$ cat config.mk
export PLATFORM = sky130hd
export DESIGN_NAME = rmt_axil_master
export DESIGN_NICKNAME = d
export VERILOG_FILES = /design/src/rtl/rmt_axil_master.sv
export SDC_FILE = /design/constraint.sdc
export NUM_CORES = 1
export LEC_CHECK = 0
export ABC_AREA = 1
export BUFFER_PORTS_ARGS = -buffer_cell sky130_fd_sc_hd__buf_2
export CORE_ASPECT_RATIO = 0.6
export CORE_MARGIN = 2
export CORE_UTILIZATION = 30
export CTS_CLUSTER_DIAMETER = 40
export CTS_CLUSTER_SIZE = 10
export DETAILED_ROUTE_END_ITERATION = 10
export GPL_ROUTABILITY_DRIVEN = 0
export GPL_TIMING_DRIVEN = 0
export PLACE_DENSITY = 0.63
export SYNTH_ARGS = -nofsm -noshare
export SYNTH_HDL_FRONTEND = slang
export SYNTH_SLANG_ARGS = --single-unit
$ cat constraint.sdc
create_clock -name clk -period 2.4 [get_ports clk]
set_input_delay 0.36 -clock clk [delete_from_list [all_inputs] [get_ports clk]]
set_output_delay 0.36 -clock clk [all_outputs]
set_load 0.01 [all_outputs]
$ cat src/rtl/rmt_axil_master.sv
// Single-outstanding AXI4-Lite master: one command in, one response out,
// with a per-phase watchdog and saturating transaction statistics.
module rmt_axil_master #(
  parameter int          C_M_AXI_DATA_WIDTH = 32,
  parameter int          C_M_AXI_ADDR_WIDTH = 32,
  parameter logic [31:0] C_BASEADDR         = 32'h44020000,
  parameter int          C_TIMEOUT          = 256
) (
  input  logic                            clk,
  input  logic                            reset,

  input  logic                            cmd_valid,
  output logic                            cmd_ready,
  input  logic                            cmd_wr,
  input  logic [31:0]                     cmd_addr,
  input  logic [31:0]                     cmd_wdata,
  input  logic [3:0]                      cmd_wstrb,

  output logic                            rsp_valid,
  input  logic                            rsp_ready,
  output logic [31:0]                     rsp_rdata,
  output logic [1:0]                      rsp_resp,
  output logic                            rsp_timeout,

  output logic [C_M_AXI_ADDR_WIDTH-1:0]   M_AXI_AWADDR,
  output logic                            M_AXI_AWVALID,
  input  logic                            M_AXI_AWREADY,
  output logic [C_M_AXI_DATA_WIDTH-1:0]   M_AXI_WDATA,
  output logic [C_M_AXI_DATA_WIDTH/8-1:0] M_AXI_WSTRB,
  output logic                            M_AXI_WVALID,
  input  logic                            M_AXI_WREADY,
  input  logic [1:0]                      M_AXI_BRESP,
  input  logic                            M_AXI_BVALID,
  output logic                            M_AXI_BREADY,
  output logic [C_M_AXI_ADDR_WIDTH-1:0]   M_AXI_ARADDR,
  output logic                            M_AXI_ARVALID,
  input  logic                            M_AXI_ARREADY,
  input  logic [C_M_AXI_DATA_WIDTH-1:0]   M_AXI_RDATA,
  input  logic [1:0]                      M_AXI_RRESP,
  input  logic                            M_AXI_RVALID,
  output logic                            M_AXI_RREADY,

  output logic [15:0]                     stat_wr_cnt,
  output logic [15:0]                     stat_rd_cnt,
  output logic [15:0]                     stat_err_cnt
);

  localparam int          STRB_W   = C_M_AXI_DATA_WIDTH / 8;
  localparam logic [15:0] TMO_LAST = 16'(C_TIMEOUT - 1);

  localparam logic [2:0] S_IDLE    = 3'd0;
  localparam logic [2:0] S_WR_REQ  = 3'd1;
  localparam logic [2:0] S_WR_RESP = 3'd2;
  localparam logic [2:0] S_RD_REQ  = 3'd3;
  localparam logic [2:0] S_RD_RESP = 3'd4;
  localparam logic [2:0] S_DONE    = 3'd5;

  logic [2:0]                      state_q, state_d;
  logic                            cmd_ready_q, cmd_ready_d;
  logic                            wr_q, wr_d;
  logic [C_M_AXI_ADDR_WIDTH-1:0]   addr_q, addr_d;
  logic [C_M_AXI_DATA_WIDTH-1:0]   wdata_q, wdata_d;
  logic [STRB_W-1:0]               wstrb_q, wstrb_d;
  logic                            awvalid_q, awvalid_d;
  logic                            wvalid_q, wvalid_d;
  logic                            arvalid_q, arvalid_d;
  logic [15:0]                     timer_q, timer_d;
  logic [31:0]                     rsp_rdata_q, rsp_rdata_d;
  logic [1:0]                      rsp_resp_q, rsp_resp_d;
  logic                            rsp_timeout_q, rsp_timeout_d;
  logic [15:0]                     stat_wr_q, stat_wr_d;
  logic [15:0]                     stat_rd_q, stat_rd_d;
  logic [15:0]                     stat_err_q, stat_err_d;

  logic tmo_hit;
  logic phase_fail;
  logic aw_ok;
  logic w_ok;
  logic in_phase;

  always_comb begin
    state_d       = state_q;
    wr_d          = wr_q;
    addr_d        = addr_q;
    wdata_d       = wdata_q;
    wstrb_d       = wstrb_q;
    awvalid_d     = awvalid_q;
    wvalid_d      = wvalid_q;
    arvalid_d     = arvalid_q;
    rsp_rdata_d   = rsp_rdata_q;
    rsp_resp_d    = rsp_resp_q;
    rsp_timeout_d = rsp_timeout_q;
    stat_wr_d     = stat_wr_q;
    stat_rd_d     = stat_rd_q;
    stat_err_d    = stat_err_q;
    phase_fail    = 1'b0;
    tmo_hit       = (timer_q == TMO_LAST);
    aw_ok         = !awvalid_q || M_AXI_AWREADY;
    w_ok          = !wvalid_q || M_AXI_WREADY;

    case (state_q)
      S_IDLE: begin
        if (cmd_valid && cmd_ready_q) begin
          wr_d    = cmd_wr;
          addr_d  = C_M_AXI_ADDR_WIDTH'(C_BASEADDR ^ cmd_addr);
          wdata_d = C_M_AXI_DATA_WIDTH'(cmd_wdata);
          wstrb_d = STRB_W'(cmd_wstrb);
          if (cmd_wr) begin
            state_d   = S_WR_REQ;
            awvalid_d = 1'b1;
            wvalid_d  = 1'b1;
          end else begin
            state_d   = S_RD_REQ;
            arvalid_d = 1'b1;
          end
        end
      end
      S_WR_REQ: begin
        if (awvalid_q && M_AXI_AWREADY) awvalid_d = 1'b0;
        if (wvalid_q && M_AXI_WREADY) wvalid_d = 1'b0;
        if (aw_ok && w_ok) state_d = S_WR_RESP;
        else if (tmo_hit)  phase_fail = 1'b1;
      end
      S_WR_RESP: begin
        if (M_AXI_BVALID) begin
          rsp_resp_d    = M_AXI_BRESP;
          rsp_rdata_d   = '0;
          rsp_timeout_d = 1'b0;
          state_d       = S_DONE;
        end else if (tmo_hit) begin
          phase_fail = 1'b1;
        end
      end
      S_RD_REQ: begin
        if (M_AXI_ARREADY) begin
          arvalid_d = 1'b0;
          state_d   = S_RD_RESP;
        end else if (tmo_hit) begin
          phase_fail = 1'b1;
        end
      end
      S_RD_RESP: begin
        if (M_AXI_RVALID) begin
          rsp_rdata_d   = 32'(M_AXI_RDATA);
          rsp_resp_d    = M_AXI_RRESP;
          rsp_timeout_d = 1'b0;
          state_d       = S_DONE;
        end else if (tmo_hit) begin
          phase_fail = 1'b1;
        end
      end
      S_DONE: begin
        if (rsp_ready) begin
          state_d = S_IDLE;
          if (wr_q) begin
            if (stat_wr_q != 16'hFFFF) stat_wr_d = stat_wr_q + 16'd1;
          end else begin
            if (stat_rd_q != 16'hFFFF) stat_rd_d = stat_rd_q + 16'd1;
          end
          if ((rsp_resp_q != 2'b00 || rsp_timeout_q) && stat_err_q != 16'hFFFF)
            stat_err_d = stat_err_q + 16'd1;
        end
      end
      default: state_d = S_IDLE;
    endcase

    // A watchdog expiry abandons the phase and reports SLVERR with the timeout flag.
    if (phase_fail) begin
      awvalid_d     = 1'b0;
      wvalid_d      = 1'b0;
      arvalid_d     = 1'b0;
      rsp_resp_d    = 2'b10;
      rsp_rdata_d   = '0;
      rsp_timeout_d = 1'b1;
      state_d       = S_DONE;
    end

    in_phase = (state_q == S_WR_REQ) || (state_q == S_WR_RESP) ||
               (state_q == S_RD_REQ) || (state_q == S_RD_RESP);
    if (state_d != state_q) timer_d = '0;
    else if (in_phase)      timer_d = timer_q + 16'd1;
    else                    timer_d = '0;

    cmd_ready_d = (state_d == S_IDLE);
  end

  always_ff @(posedge clk) begin
    if (reset) begin
      state_q       <= S_IDLE;
      cmd_ready_q   <= 1'b0;
      wr_q          <= 1'b0;
      addr_q        <= '0;
      wdata_q       <= '0;
      wstrb_q       <= '0;
      awvalid_q     <= 1'b0;
      wvalid_q      <= 1'b0;
      arvalid_q     <= 1'b0;
      timer_q       <= '0;
      rsp_rdata_q   <= '0;
      rsp_resp_q    <= '0;
      rsp_timeout_q <= 1'b0;
      stat_wr_q     <= '0;
      stat_rd_q     <= '0;
      stat_err_q    <= '0;
    end else begin
      state_q       <= state_d;
      cmd_ready_q   <= cmd_ready_d;
      wr_q          <= wr_d;
      addr_q        <= addr_d;
      wdata_q       <= wdata_d;
      wstrb_q       <= wstrb_d;
      awvalid_q     <= awvalid_d;
      wvalid_q      <= wvalid_d;
      arvalid_q     <= arvalid_d;
      timer_q       <= timer_d;
      rsp_rdata_q   <= rsp_rdata_d;
      rsp_resp_q    <= rsp_resp_d;
      rsp_timeout_q <= rsp_timeout_d;
      stat_wr_q     <= stat_wr_d;
      stat_rd_q     <= stat_rd_d;
      stat_err_q    <= stat_err_d;
    end
  end

  assign cmd_ready     = cmd_ready_q;
  assign rsp_valid     = (state_q == S_DONE);
  assign rsp_rdata     = rsp_rdata_q;
  assign rsp_resp      = rsp_resp_q;
  assign rsp_timeout   = rsp_timeout_q;
  assign M_AXI_AWADDR  = addr_q;
  assign M_AXI_ARADDR  = addr_q;
  assign M_AXI_AWVALID = awvalid_q;
  assign M_AXI_WVALID  = wvalid_q;
  assign M_AXI_WDATA   = wdata_q;
  assign M_AXI_WSTRB   = wstrb_q;
  assign M_AXI_ARVALID = arvalid_q;
  assign M_AXI_BREADY  = (state_q == S_WR_RESP);
  assign M_AXI_RREADY  = (state_q == S_RD_RESP);
  assign stat_wr_cnt   = stat_wr_q;
  assign stat_rd_cnt   = stat_rd_q;
  assign stat_err_cnt  = stat_err_q;

endmodule

==> Implementation_results.wiki <==
{| class="wikitable"
! Metric !! Value
|-
| Run status || finished clean
|-
| Endpoint type of the worst setup path || primary output
|-
| Final worst hold slack || about 86 ps
|-
| Static leakage power || 4.73 nW
|-
| Area growth from synthesis to layout || 33.6%
|-
| Share of the cycle needed by the critical path after routing || between 90% and 100%
|-
| Hold crit path type || in -> reg
|-
| Type of the setup path with the least slack || reg -> out
|-
| Post-synthesis sequential element count || ~180
|-
| Sequential element share of the synthesized area || 46.3%
|-
| Mapped Area || approximately 0.0076 mm²
|-
| Number of slew-limit violations in the final report || 0
|-
| Core Util, Final || 41.3%
|-
| Layout cells sized above 1 || a little under a third
|-
| Number of hold-slack violations in the final timing report || 0
|-
| Global-route wire length before repair || ~39,000 µm
|-
| Initial DRC count || 467
|-
| Routed WL per cell || 14.8 µm
|-
| Max_cap viols || 0
|-
| Max Clock Skew || 12.8 ps
|-
| Initial antenna violation count || 7
|-
| Standard cell core area || between 0.02 and 0.025 mm²
|-
| H-tree depth reported by CTS || 4
|-
| Yosys warning count || 0
|-
| Residual antenna-violating net count after detailed routing || 0
|-
| Clk buf depth || 2
|-
| Leading register cell type out of synthesis || sky130_fd_sc_hd__dfxtp_1
|-
| Number of synthesized flops with an enable pin || 0
|-
| Clock root buffer || sky130_fd_sc_hd__clkbuf_16
|-
| Clock period minus final worst setup slack || approximately 2200 ps
|-
| Worst slew pin tran || roughly 780 ps
|-
| Setup bufs post-CTS || 0
|-
| Final setup violation count || 0
|-
| Total number of vias || approximately 7,800
|-
| DR vias/cell || approximately 4.6
|-
| CP startpoint kind || flop
|-
| Setup_tns || 0 ps
|-
| Number of nets at the end of the flow || approximately 1,500
|-
| Number of global-route vias before repair || between 7,000 and 8,000
|-
| Total wire length after detailed routing || between 20,000 and 25,000 µm
|-
| Post-Layout Cell Count || between 1,500 and 2,000
|-
| DRT Pass-1 Iters || 5
|-
| Clock-pin transition on the worst setup and hold timing paths || approximately 70 ps
|-
| Peak ir drop on the vdd network || ~0.00049 V
|-
| Dpl hpwl || about 19,000 µm
|-
| Die height || 127 µm
|-
| Worst Path Arrival || 1800 ps
|-
| Initial core utilization || 30.9%
|-
| Filler cell count in the final layout || between 2,000 and 3,000
|-
| Dpl cell area || approximately 0.0095 mm²
|-
| Number of cells produced by synthesis || 1,026
|-
| Horizontal die dimension || roughly 210 µm
|-
| Synth Net Count || 1,144
|-
| Number of placement rows || 44
|-
| Multi-input logic area || approximately 0.0033 mm²
|-
| Clock buffers created by TritonCTS || 17
|-
| Maximum number of pins on one net before global-route repair || 17
|-
| RSZ-0062 raised after global routing || no
|-
| Final non-filler cell area || 0.0101 mm²
|-
| Number of remaining DRC errors || 0
|-
| Relative slew margins || roughly 48%
|-
| Required time of the critical path || 2040 ps
|-
| Io pins || around 300
|-
| Cell Count Post-Placement || between 1,500 and 2,000
|-
| Synthesized area per cell || approximately 7.4 µm²
|-
| Fraction of registers with async set or reset after synthesis || 0%
|-
| Power Dens Cells || 856 mW/mm²
|-
| Global-route usage over all layers || about a fifth
|-
| Clock tree from TritonCTS || yes
|-
| Remaining Overflow, GRT || 0
|-
| Yosys cell types || 40
|-
| Highest attainable clock frequency || roughly 460 MHz
|-
| Count of input and output buffers || 302
|-
| Sink Count || between 150 and 200
|-
| Die Area || between 0.02 and 0.03 mm²
|-
| Sequential Area || about 0.0035 mm²
|-
| Maximum fanout along the worst path || 17
|-
| Clock latency at the later pin of the worst-skew pair || around 450 ps
|}
worst paths after layout:
kind	startpoint	slack, ps	depth (start not counted)	endpoint
worst max-delay path	state_q[0]$_SDFF_PP0_	240	5	M_AXI_RREADY
worst min-delay path	cmd_addr[30]	90	2	M_AXI_ARADDR[30]$_SDFFE_PP0P_
worst max register to register	stat_rd_cnt[0]$_SDFFE_PP0P_	300	10	stat_rd_cnt[10]$_SDFFE_PP0P_
worst min register to register	timer_q[0]$_SDFF_PP0_	450	1	timer_q[0]$_SDFF_PP0_
where the power goes:
part	switching, mW	leakage, nW	internal, mW
combinational	1.33	3.00	0.861
clock	1.19	0.303	1.79
sequential	0.229	1.42	3.26
total	2.75	4.73	5.91
critical path: stages (launching register included):
cell and delay, ps:
sky130_fd_sc_hd__dfxtp_1 320, sky130_fd_sc_hd__buf_6 140, sky130_fd_sc_hd__nor2_4 70, sky130_fd_sc_hd__nand2_2 140, sky130_fd_sc_hd__clkinv_1 390, sky130_fd_sc_hd__buf_2 290
cell usage in the layout (no fill, tap or decap), drive strengths merged:
master | Yosys | layout
buf | 50 | 351
nor2 | 212 | 212
dfxtp | 175 | 175
nand2 | 159 | 159
o21ai | 94 | 94
a21oi | 76 | 76
inv | 71 | 71
nand3 | 64 | 64
clkbuf | 28 | 49
nor3 | 29 | 29
xor2 | 23 | 23
nand4 | 19 | 19
clkinv | 3 | 8
diode | 0 | 6
xnor2 | 5 | 5
ha | 4 | 4
bufinv | 0 | 4
nor3b | 3 | 3
o31ai | 2 | 2
o21bai | 2 | 2
and3 | 1 | 1
o211ai | 1 | 1
a31oi | 1 | 1
a31o | 1 | 1
a211oi | 1 | 1
nor4 | 1 | 1
and2 | 1 | 1
synth_stat cells, types with 4 or more instances:
library cell	instances	area share, %
sky130_fd_sc_hd__a21oi_1	75	5.0
sky130_fd_sc_hd__buf_2	11	0.73
sky130_fd_sc_hd__buf_4	33	3.3
sky130_fd_sc_hd__clkbuf_1	28	1.4
sky130_fd_sc_hd__dfxtp_1	175	46
sky130_fd_sc_hd__ha_1	4	0.66
sky130_fd_sc_hd__inv_1	66	3.3
sky130_fd_sc_hd__inv_2	5	0.25
sky130_fd_sc_hd__nand2_1	150	7.4
sky130_fd_sc_hd__nand2_2	8	0.66
sky130_fd_sc_hd__nand3_1	63	4.2
sky130_fd_sc_hd__nand4_1	18	1.5
sky130_fd_sc_hd__nor2_1	197	9.8
sky130_fd_sc_hd__nor2_2	13	1.1
sky130_fd_sc_hd__nor3_1	27	1.8
sky130_fd_sc_hd__o21ai_0	93	6.1
sky130_fd_sc_hd__xnor2_1	5	0.58
sky130_fd_sc_hd__xor2_1	23	2.7
flip-flops by register name, indices dropped and copies added, names as in the netlist, 2 cells and up:
signal,flops
M_AXI_ARADDR,32
M_AXI_WDATA,32
M_AXI_WSTRB,4
rsp_rdata,32
rsp_resp,2
stat_err_cnt,16
stat_rd_cnt,16
stat_wr_cnt,16
state_q,3
timer_q,16
what timing repair did:
item,4_1_cts,5_1_grt
resized for setup,0,2
hold buffers,0,0
endpoints found under the setup margin,0,9
cells by family after synthesis:
| family | Yosys count | share of synthesized area, % |
|---|---|---|
| and+or+nand+nor | 489 | 28.1 |
| AOI/OAI and AO/OA | 178 | 12.1 |
| DFF | 175 | 46.3 |
| buffers and inverters | 152 | 9.65 |
| xor gates and xnor gates | 28 | 3.24 |
| adders and majority gates | 4 | 0.661 |
metal layers:
layer  track usage [%]  routed length (µm)  vias to the layer above
met5                 0                  11                        -
met1              25.0               11600                     3566
met3              5.92                2070                       26
li1                  -                   -                     3941
met4              6.85                 483                        2
met2              28.0               10800                      285
through the flow:
step | total power [mW] | setup WS (ps)
after floorplan | 4.82 | 599
after global placement | 5.71 | -25.6
after detailed placement | 5.74 | -1.21
after CTS | 8.74 | 65.6
after global routing | 9.11 | 35.8
final | 8.66 | 239
area by class of cell:
cell class / instances / share of cell area, %
buffer: 77 / 4.45
tap: 322 / 3.98
clock inverter: 9 / 1.58
sequential: 175 / 34.6
antenna: 6 / 0.148
inverter: 74 / 2.74
clock buffer: 21 / 4.55
multi-input combinational: 699 / 33.0
timing repair buffer: 302 / 14.9
Note: power is estimated with default switching activity, not from simulation.
